===== config.mk =====
export PLATFORM = sky130hd
export DESIGN_NAME = conv_job_scheduler
export DESIGN_NICKNAME = d
export VERILOG_FILES = /design/src/rtl/conv_job_scheduler.sv
export SDC_FILE = /design/constraint.sdc
export NUM_CORES = 1
export LEC_CHECK = 0
export ABC_CLOCK_PERIOD_IN_PS = 2700
export CORE_MARGIN = 2
export CORE_UTILIZATION = 41
export CTS_CLUSTER_DIAMETER = 80
export DETAILED_ROUTE_END_ITERATION = 8
export PLACE_DENSITY_LB_ADDON = 0.3
export SYNTH_ARGS = -nofsm -noshare
export SYNTH_HDL_FRONTEND = slang
export SYNTH_SLANG_ARGS = --single-unit

===== constraint.sdc =====
create_clock -name clk -period 2.7 [get_ports clk]
set_clock_uncertainty 0.05 [all_clocks]
set_input_delay 0.405 -clock clk [delete_from_list [all_inputs] [get_ports clk]]
set_output_delay 0.405 -clock clk [all_outputs]
set_load 0.005 [all_outputs]

===== src/rtl/conv_job_scheduler.sv =====
// Job sequencer for the float/fixed converter bank: parses a command header,
// gathers payload beats, launches one engine, waits for done and emits the result.
module conv_job_scheduler #(
  parameter int unsigned TIMEOUT = 1024,
  parameter int unsigned TO_W    = 16
) (
  input  logic         clk,
  input  logic         rstn,
  input  logic [47:0]  fifo_dout,
  input  logic         fifo_empty,
  output logic         fifo_rden,
  output logic [191:0] op_data,
  output logic [2:0]   op_sel,
  output logic [5:0]   eng_en,
  input  logic [5:0]   eng_done,
  input  logic [95:0]  res_data,
  output logic [47:0]  out_data,
  output logic         out_wren,
  input  logic         out_full,
  output logic         busy,
  output logic         err_illegal,
  output logic         err_timeout
);

  typedef enum logic [2:0] {
    S_IDLE,
    S_HDR,
    S_LOAD,
    S_FIRE,
    S_WAIT,
    S_EMIT
  } state_t;

  state_t          state;
  logic            rd_valid;
  logic [2:0]      rd_cnt;
  logic [1:0]      ld_cnt;
  logic [1:0]      pbeats;
  logic            rbeats;
  logic            legal;
  logic [5:0]      sel_mask;
  logic [TO_W-1:0] to_cnt;
  logic [TO_W-1:0] to_next;
  logic [95:0]     res_q;
  logic            emit_idx;
  logic            done_hit;
  logic            timeout_hit;

  // HDR always has a read outstanding; payload reads may already issue there.
  always_comb begin
    fifo_rden = 1'b0;
    case (state)
      S_IDLE, S_HDR: fifo_rden = !fifo_empty && !rstn;
      S_LOAD:        fifo_rden = !fifo_empty && !rstn && (rd_cnt <= {1'b0, pbeats});
      default:       fifo_rden = 1'b0;
    endcase
  end

  assign done_hit    = |(eng_done & sel_mask);
  assign to_next     = to_cnt + TO_W'(1);
  // Timeout flags during the last WAIT cycle itself so a coincident done can win.
  assign timeout_hit = (state == S_WAIT) && !done_hit && (to_next == TO_W'(TIMEOUT));
  assign err_timeout = timeout_hit;
  assign out_wren    = (state == S_EMIT) && !out_full;
  assign out_data    = (rbeats && !emit_idx) ? res_q[95:48] : res_q[47:0];
  assign busy        = (state != S_IDLE);

  always_ff @(posedge clk) begin
    if (rstn) begin
      state       <= S_IDLE;
      rd_valid    <= 1'b0;
      rd_cnt      <= '0;
      ld_cnt      <= '0;
      pbeats      <= '0;
      rbeats      <= 1'b0;
      legal       <= 1'b0;
      sel_mask    <= '0;
      to_cnt      <= '0;
      res_q       <= '0;
      emit_idx    <= 1'b0;
      op_data     <= '0;
      op_sel      <= '0;
      eng_en      <= '0;
      err_illegal <= 1'b0;
    end else begin
      rd_valid    <= fifo_rden;
      eng_en      <= '0;
      err_illegal <= 1'b0;
      case (state)
        S_IDLE: begin
          if (fifo_rden) state <= S_HDR;
        end
        S_HDR: begin
          op_sel   <= fifo_dout[47:45];
          pbeats   <= fifo_dout[44:43];
          rbeats   <= fifo_dout[42];
          legal    <= (fifo_dout[47:45] <= 3'd5);
          sel_mask <= 6'b000001 << fifo_dout[47:45];
          op_data  <= '0;
          rd_cnt   <= {2'b00, fifo_rden};
          ld_cnt   <= '0;
          state    <= S_LOAD;
        end
        S_LOAD: begin
          if (fifo_rden) rd_cnt <= rd_cnt + 3'd1;
          if (rd_valid) begin
            op_data <= {op_data[143:0], fifo_dout};
            ld_cnt  <= ld_cnt + 2'd1;
            if (ld_cnt == pbeats) begin
              if (legal) begin
                eng_en <= sel_mask;
                state  <= S_FIRE;
              end else begin
                err_illegal <= 1'b1;
                state       <= S_IDLE;
              end
            end
          end
        end
        S_FIRE: begin
          to_cnt <= '0;
          state  <= S_WAIT;
        end
        S_WAIT: begin
          if (done_hit) begin
            res_q    <= res_data;
            emit_idx <= 1'b0;
            state    <= S_EMIT;
          end else if (timeout_hit) begin
            state <= S_IDLE;
          end else begin
            to_cnt <= to_next;
          end
        end
        S_EMIT: begin
          if (out_wren) begin
            if (rbeats && !emit_idx) emit_idx <= 1'b1;
            else                     state    <= S_IDLE;
          end
        end
        default: state <= S_IDLE;
      endcase
    end
  end

endmodule


[Word-level counts from Yosys, hierarchy flattened]
Cells that the tools add are included.
Storage, ports and cells
  register bits: 334
Operators by class
  equal/unequal tests: 18
  shift-type cells: 1
  multiplexer cells: 25
  $add $sub $neg: 3
  bitwise logic cells: 5
  reductions and logical operators: 26
  order comparisons: 2
Operators by type and width (count)
  192-bit one-hot mux with 2 select lines: 1
  192-bit 2-to-1 mux: 1
  48-bit 2-to-1 mux: 1
  16-bit 2-to-1 mux: 2
  16-bit one-hot mux with 2 select lines: 1
  3-bit 2-to-1 mux: 8
  2-bit != test (second input constant): 9
  3-bit one-hot mux with 6 select lines: 1
  16-bit by 1-bit adder with 16-bit output (second input constant): 1
  16-bit by 11-bit == test with 1-bit output (second input constant): 1
  6-bit bitwise AND: 1
  3-bit by 2-bit == test with 1-bit output (second input constant): 2
  3-bit == test (second input constant): 2
  1-bit logical AND: 6
  3-bit one-hot mux with 2 select lines: 1
  2-bit AND reduction: 3
  6-bit AND reduction: 1
  2-bit nonzero test: 3
  6-bit OR reduction: 1
  1-bit by 3-bit << shifter with 6-bit output (first input constant): 1
  1-bit zero test: 5
  5-bit OR reduction: 1
  1-bit 2-to-1 mux: 4
  2-bit 2-to-1 mux: 2
  other kinds (17): 21

[Logic depth before layout (Yosys ltp)]
  word-level depth: 8
  depth in mapped cells: 9
  gate-level depth less buffers: 9

[Worst setup path after synthesis]
No wires, ideal clock.
  path kind: register to output
  from: register to_cnt[5]
  to: output port err_timeout
  arrival time: 2.126 ns
  required time: 2.245 ns
  buffers on the path: 1
  slack: 0.119 ns
  stages on the path, launching flop included: 8
  cells stage by stage: dfxtp_1 -> buf_2 -> nand4_1 -> or4_4 -> xor2_1 -> o211ai_2 -> or4_2 -> nor2_1
Between the ends
  longest elaborated chain between the ends: 3
Ends and longest elaborated chain
  from (decl): line 42  | logic [TO_W-1:0] to_cnt;
  from (signal assigned): line 132  | to_cnt <= to_next;
  16-bit by 1-bit adder with 16-bit output: line 60  | assign to_next = to_cnt + TO_W'(1);
  16-bit by 11-bit == test with 1-bit output: line 62  | assign timeout_hit = (state == S_WAIT) && !done_hit && (to_next == TO_W'(TIMEOUT));
  1-bit logical AND: line 62
  to (decl): line 22  | output logic err_timeout
No other way between the ends.

[Worst setup path in the final report]
Same ends and word-level chain as after synthesis.

==> reports/results.ini <==
[pwr]
power_frac_clock_pct = 45.1
peakVddDrop_mv = 0.4079
sequential_power_share_pct = 45.8
pwr-share-comb_pct = 9.1
p_switching_uw = 2521
cell_pwr_density_nw_per_um2 = 581.2
switching_share_pct = 23.01
power_report.internal_total_uw = 8434
p_leak_uw = 0.006665

[clock_tree]
worst_skew_pair.late_latency_ps = 500
tritoncts_sinks = 334
tritoncts.num_buffers = 37
clock_slew_at_the_register_clock_pins_of_the_worst_setup_and_hold_paths_ps = 60
ctsHtreeMaxLevel = 2
cts-root-buf = sky130_fd_sc_hd__clkbuf_16
cts_tree = done
clk_path_buf_depth = 3

[final_layout]
final_layout_size_suffix_gt1_share_pct = 12.25
post_synthesis_to_final_layout_area_growth_pct = 50.00
highest_count_cells_in_the_layout_ignoring_fill_and_taps = sky130_fd_sc_hd__clkdlybuf4s50_1 (399), sky130_fd_sc_hd__nand2_1 (337), sky130_fd_sc_hd__dfxtp_1 (323)
final_common_cell = sky130_fd_sc_hd__clkdlybuf4s50_1
final_nets = 2008

[sta]
max_slew.worst_pin.slew_ps = 1002
rsz_0062_raised_after_global_routing = true
finalCritPeriodShare_pct = 109.1
setup_slack_ps = -244.9
minimum_clock_period_after_layout_ps = 2945
final.setup.tns_ps = -244.9
setup-violations-final = 1
timing.slew.headroom_pct = 33.20
count_of_pins_over_their_slew_limit = 0
hold_violations = 0
max_clock_freq_mhz = 339.6
final_worst_hold_slack_ps = 393.5

[status]
result_of_the_run = complete, but fails checks
failed_checks = setup timing

[die]
die-height_microns = 179.1
floorplan.initialDensity_pct = 41.40
die_area_sq_um = 32060
die-width_microns = 179.1
placeableCoreArea_sq_um = 30350
io_pins = 408
row_count = 64

[worst_setup_path]
cp_max_fo = 2
biggest_cell_delay_along_the_critical_path_ps = 590
crit_path_start_kind = flip-flop
crit_top_cell = sky130_fd_sc_hd__or4_4
worstSetupPathType = reg -> out
rr_startpoint = pbeats[1]
worst_setup_path_end_kind = output port
cpMaxStageDelayCell = sky130_fd_sc_hd__or4_4
crit_required_ps = 2250
path_cells = nand4_1 -> or4_4 -> xor2_2 -> o211ai_2 -> or4_4 -> nor2_1 -> buf_2
timing.critical_path.to = err_timeout
crit_cells = 7
worst_setup_path_startpoint = to_cnt[5]
crit_buf_inv = 1
cp.arrival_ps = 2490
r2r_end = rd_cnt[1]
reg2reg_slack_ps = 130
timing.reg2reg.worst_path_depth = 17
critPathTopFamily = simple AND/OR/NAND/NOR gates

[synthesis]
post-synth-top-area-fraction_pct = 53.21
ys_dominant_reg_cell = sky130_fd_sc_hd__dfxtp_1
netlist_area_sq_um = 12570
synthDistinctLibCells = 57
netlist_top_cells_area = sky130_fd_sc_hd__dfxtp_1 (53%), sky130_fd_sc_hd__nand2_1 (10%), sky130_fd_sc_hd__a21oi_1 (9.6%), sky130_fd_sc_hd__a22o_1 (5.4%), sky130_fd_sc_hd__nand3_1 (5.3%)
postSynth.asyncResetShare_pct = 0
synth-edff-count = 0
synth_area_per_cell_sq_um = 8.666
synth.yosys.seq_area_share_pct = 53.21
ys.warnings.count = 0
synthDominantAreaCellType = sky130_fd_sc_hd__dfxtp_1
synth_cells = 1450
syn-num-nets = 1608
yosys_register_bits = 334

[route]
vias_per_cell = 5.251
route.detailed.drc = 0
drt-total-wl_mm = 39.60
num_vias = 11950
drt-pass1-iter-count = 8
route.antenna.remaining_nets = 0
routedWlPerCell_microns = 17.41
detailedRoute.firstIterationViolations = 723

[hold_path]
min-delay-start = res_data[89]
min_path_type = in -> reg

[global_routing]
pin_count_of_the_biggest_net_entering_global_routing = 212
grt-ovfl-total = 0
initial_antenna_violation_count = 1
global_route_wire_length_before_repair_mm = 60.22
grt_pass1_vias = 11370
grt_util_all_layers_pct = 23.44

[job]
maxCapViolCount = 0

[placed_design]
place.port_buffers = 407
finalWeightedCongestion = 0.8300
hpwlAfterDp_mm = 26.89

-- Yosys cell counts, types with 2 or more instances --
master	number
sky130_fd_sc_hd__a2111oi_0	3
sky130_fd_sc_hd__a21oi_1	240
sky130_fd_sc_hd__a22o_1	77
sky130_fd_sc_hd__a22oi_1	3
sky130_fd_sc_hd__a31oi_1	2
sky130_fd_sc_hd__a32oi_1	2
sky130_fd_sc_hd__and2_1	10
sky130_fd_sc_hd__and3_1	8
sky130_fd_sc_hd__buf_1	16
sky130_fd_sc_hd__buf_4	5
sky130_fd_sc_hd__clkbuf_1	103
sky130_fd_sc_hd__dfxtp_1	334
sky130_fd_sc_hd__ha_1	4
sky130_fd_sc_hd__inv_1	4
sky130_fd_sc_hd__mux2_2	48
sky130_fd_sc_hd__nand2_1	338
sky130_fd_sc_hd__nand2b_1	3
sky130_fd_sc_hd__nand3_1	133
sky130_fd_sc_hd__nand3b_1	6
sky130_fd_sc_hd__nand4_1	5
sky130_fd_sc_hd__nand4b_1	4
sky130_fd_sc_hd__nor2_1	30
sky130_fd_sc_hd__nor2b_1	5
sky130_fd_sc_hd__nor3_1	4
sky130_fd_sc_hd__nor4_1	3
sky130_fd_sc_hd__nor4b_1	2
sky130_fd_sc_hd__o21ai_0	14
sky130_fd_sc_hd__o21ai_1	2
sky130_fd_sc_hd__o31ai_1	2
sky130_fd_sc_hd__o41ai_1	3
sky130_fd_sc_hd__or3_1	4
sky130_fd_sc_hd__or3_2	2
sky130_fd_sc_hd__xnor2_1	3
sky130_fd_sc_hd__xor2_1	5
-- tightest hold or removal path: stages --
cell	delay, ps
sky130_fd_sc_hd__clkdlybuf4s50_1	400
sky130_fd_sc_hd__nand2_1	60
sky130_fd_sc_hd__a21oi_1	50
-- layer usage --
metal | global-route usage (%) | up-vias | share of wire [%]
li1 | - | 5820 | -
met1 | 28.70 | 5597 | 40
met2 | 37.71 | 417 | 47
met3 | 7.061 | 112 | 7.9
met4 | 10.98 | 0 | 4.7
met5 | 0 | - | 0
-- power by group through the flow --
stage / Clock [uW] / Sequential, uW / Combinational [uW]
finish: 4940 / 5020 / 1000
global route: 5240 / 5020 / 1070
CTS: 5020 / 5010 / 1010
detailed placement: 0 / 5120 / 908
global placement: 0 / 5120 / 906
floorplan: 0 / 5110 / 409
-- per-stage QoR --
| stage | total power [uW] | area, sq um | instances | setup WS [ps] | util, % |
|---|---|---|---|---|---|
| 2_1_floorplan | 5520 | 12570 | 1450 | 119.4 | - |
| 3_3_place_gp | 6026 | 17440 | 2198 | -322.5 | 57.46 |
| 3_5_place_dp | 6029 | 17440 | 2198 | -320.1 | 57.46 |
| 4_1_cts | 11050 | 18810 | 2277 | -306.5 | 61.99 |
| 5_1_grt | 11330 | 18850 | 2274 | -378.2 | 62.10 |
| 6_report | 10950 | 18850 | 2275 | -244.9 | 62.10 |
-- final cells by class --
cell class	instances	area, sq um
tap	396	495.5
sequential	334	6700
timing repair buffer	487	4906
clock buffer	57	1094
clock inverter	9	102.6
inverter	4	15.01
antenna	2	5.005
fill	2548	11500
multi-input combinational	986	5530
-- timing repair --
| action | CTS | global route |
|---|---|---|
| pin swaps | 10 | 12 |
| resized for setup | 27 | 20 |
| gates cloned | 0 | 0 |
| buffers inserted | 13 | 1 |
| setup endpoints to repair | 49 | 34 |
| hold buffers | 0 | 0 |
-- state kept, by name, indices dropped and copies added, names as in the netlist --
| register | cells |
|---|---|
| emit_idx | 1 |
| eng_en | 6 |
| err_illegal | 1 |
| ld_cnt | 2 |
| legal | 1 |
| op_data | 192 |
| op_sel | 3 |
| pbeats | 2 |
| rbeats | 1 |
| rd_cnt | 3 |
| rd_valid | 1 |
| res_q | 96 |
| sel_mask | 6 |
| state | 3 |
| to_cnt | 16 |
-- cell families (layout without fill, tap and decap cells) --
logic type | after synthesis | after routing | synth area share, %
XOR/XNOR | 8 | 8 | 0.5576
AND/OR/NAND/NOR | 566 | 566 | 19.97
other | 0 | 2 | 0
buffers and inverters | 130 | 557 | 4.102
flip-flops | 334 | 334 | 53.21
multiplexers | 49 | 49 | 4.381
adder cells (fa/ha/maj) | 4 | 4 | 0.3983
AO/OA/AOI/OAI | 359 | 359 | 17.38
-- how the worst min path moves through the flow --
| stage | end | slack [ps] | depth (start not counted) |
|---|---|---|---|
| finish | res_q[89] | 390 | 3 |
| global route | res_q[85] | 370 | 3 |
| CTS | res_q[89] | 380 | 3 |
| detailed placement | res_q[18] | 400 | 2 |
| global placement | res_q[84] | 390 | 2 |
| floorplan | res_q[48] | 380 | 2 |
(Power assumes the default switching activity.)
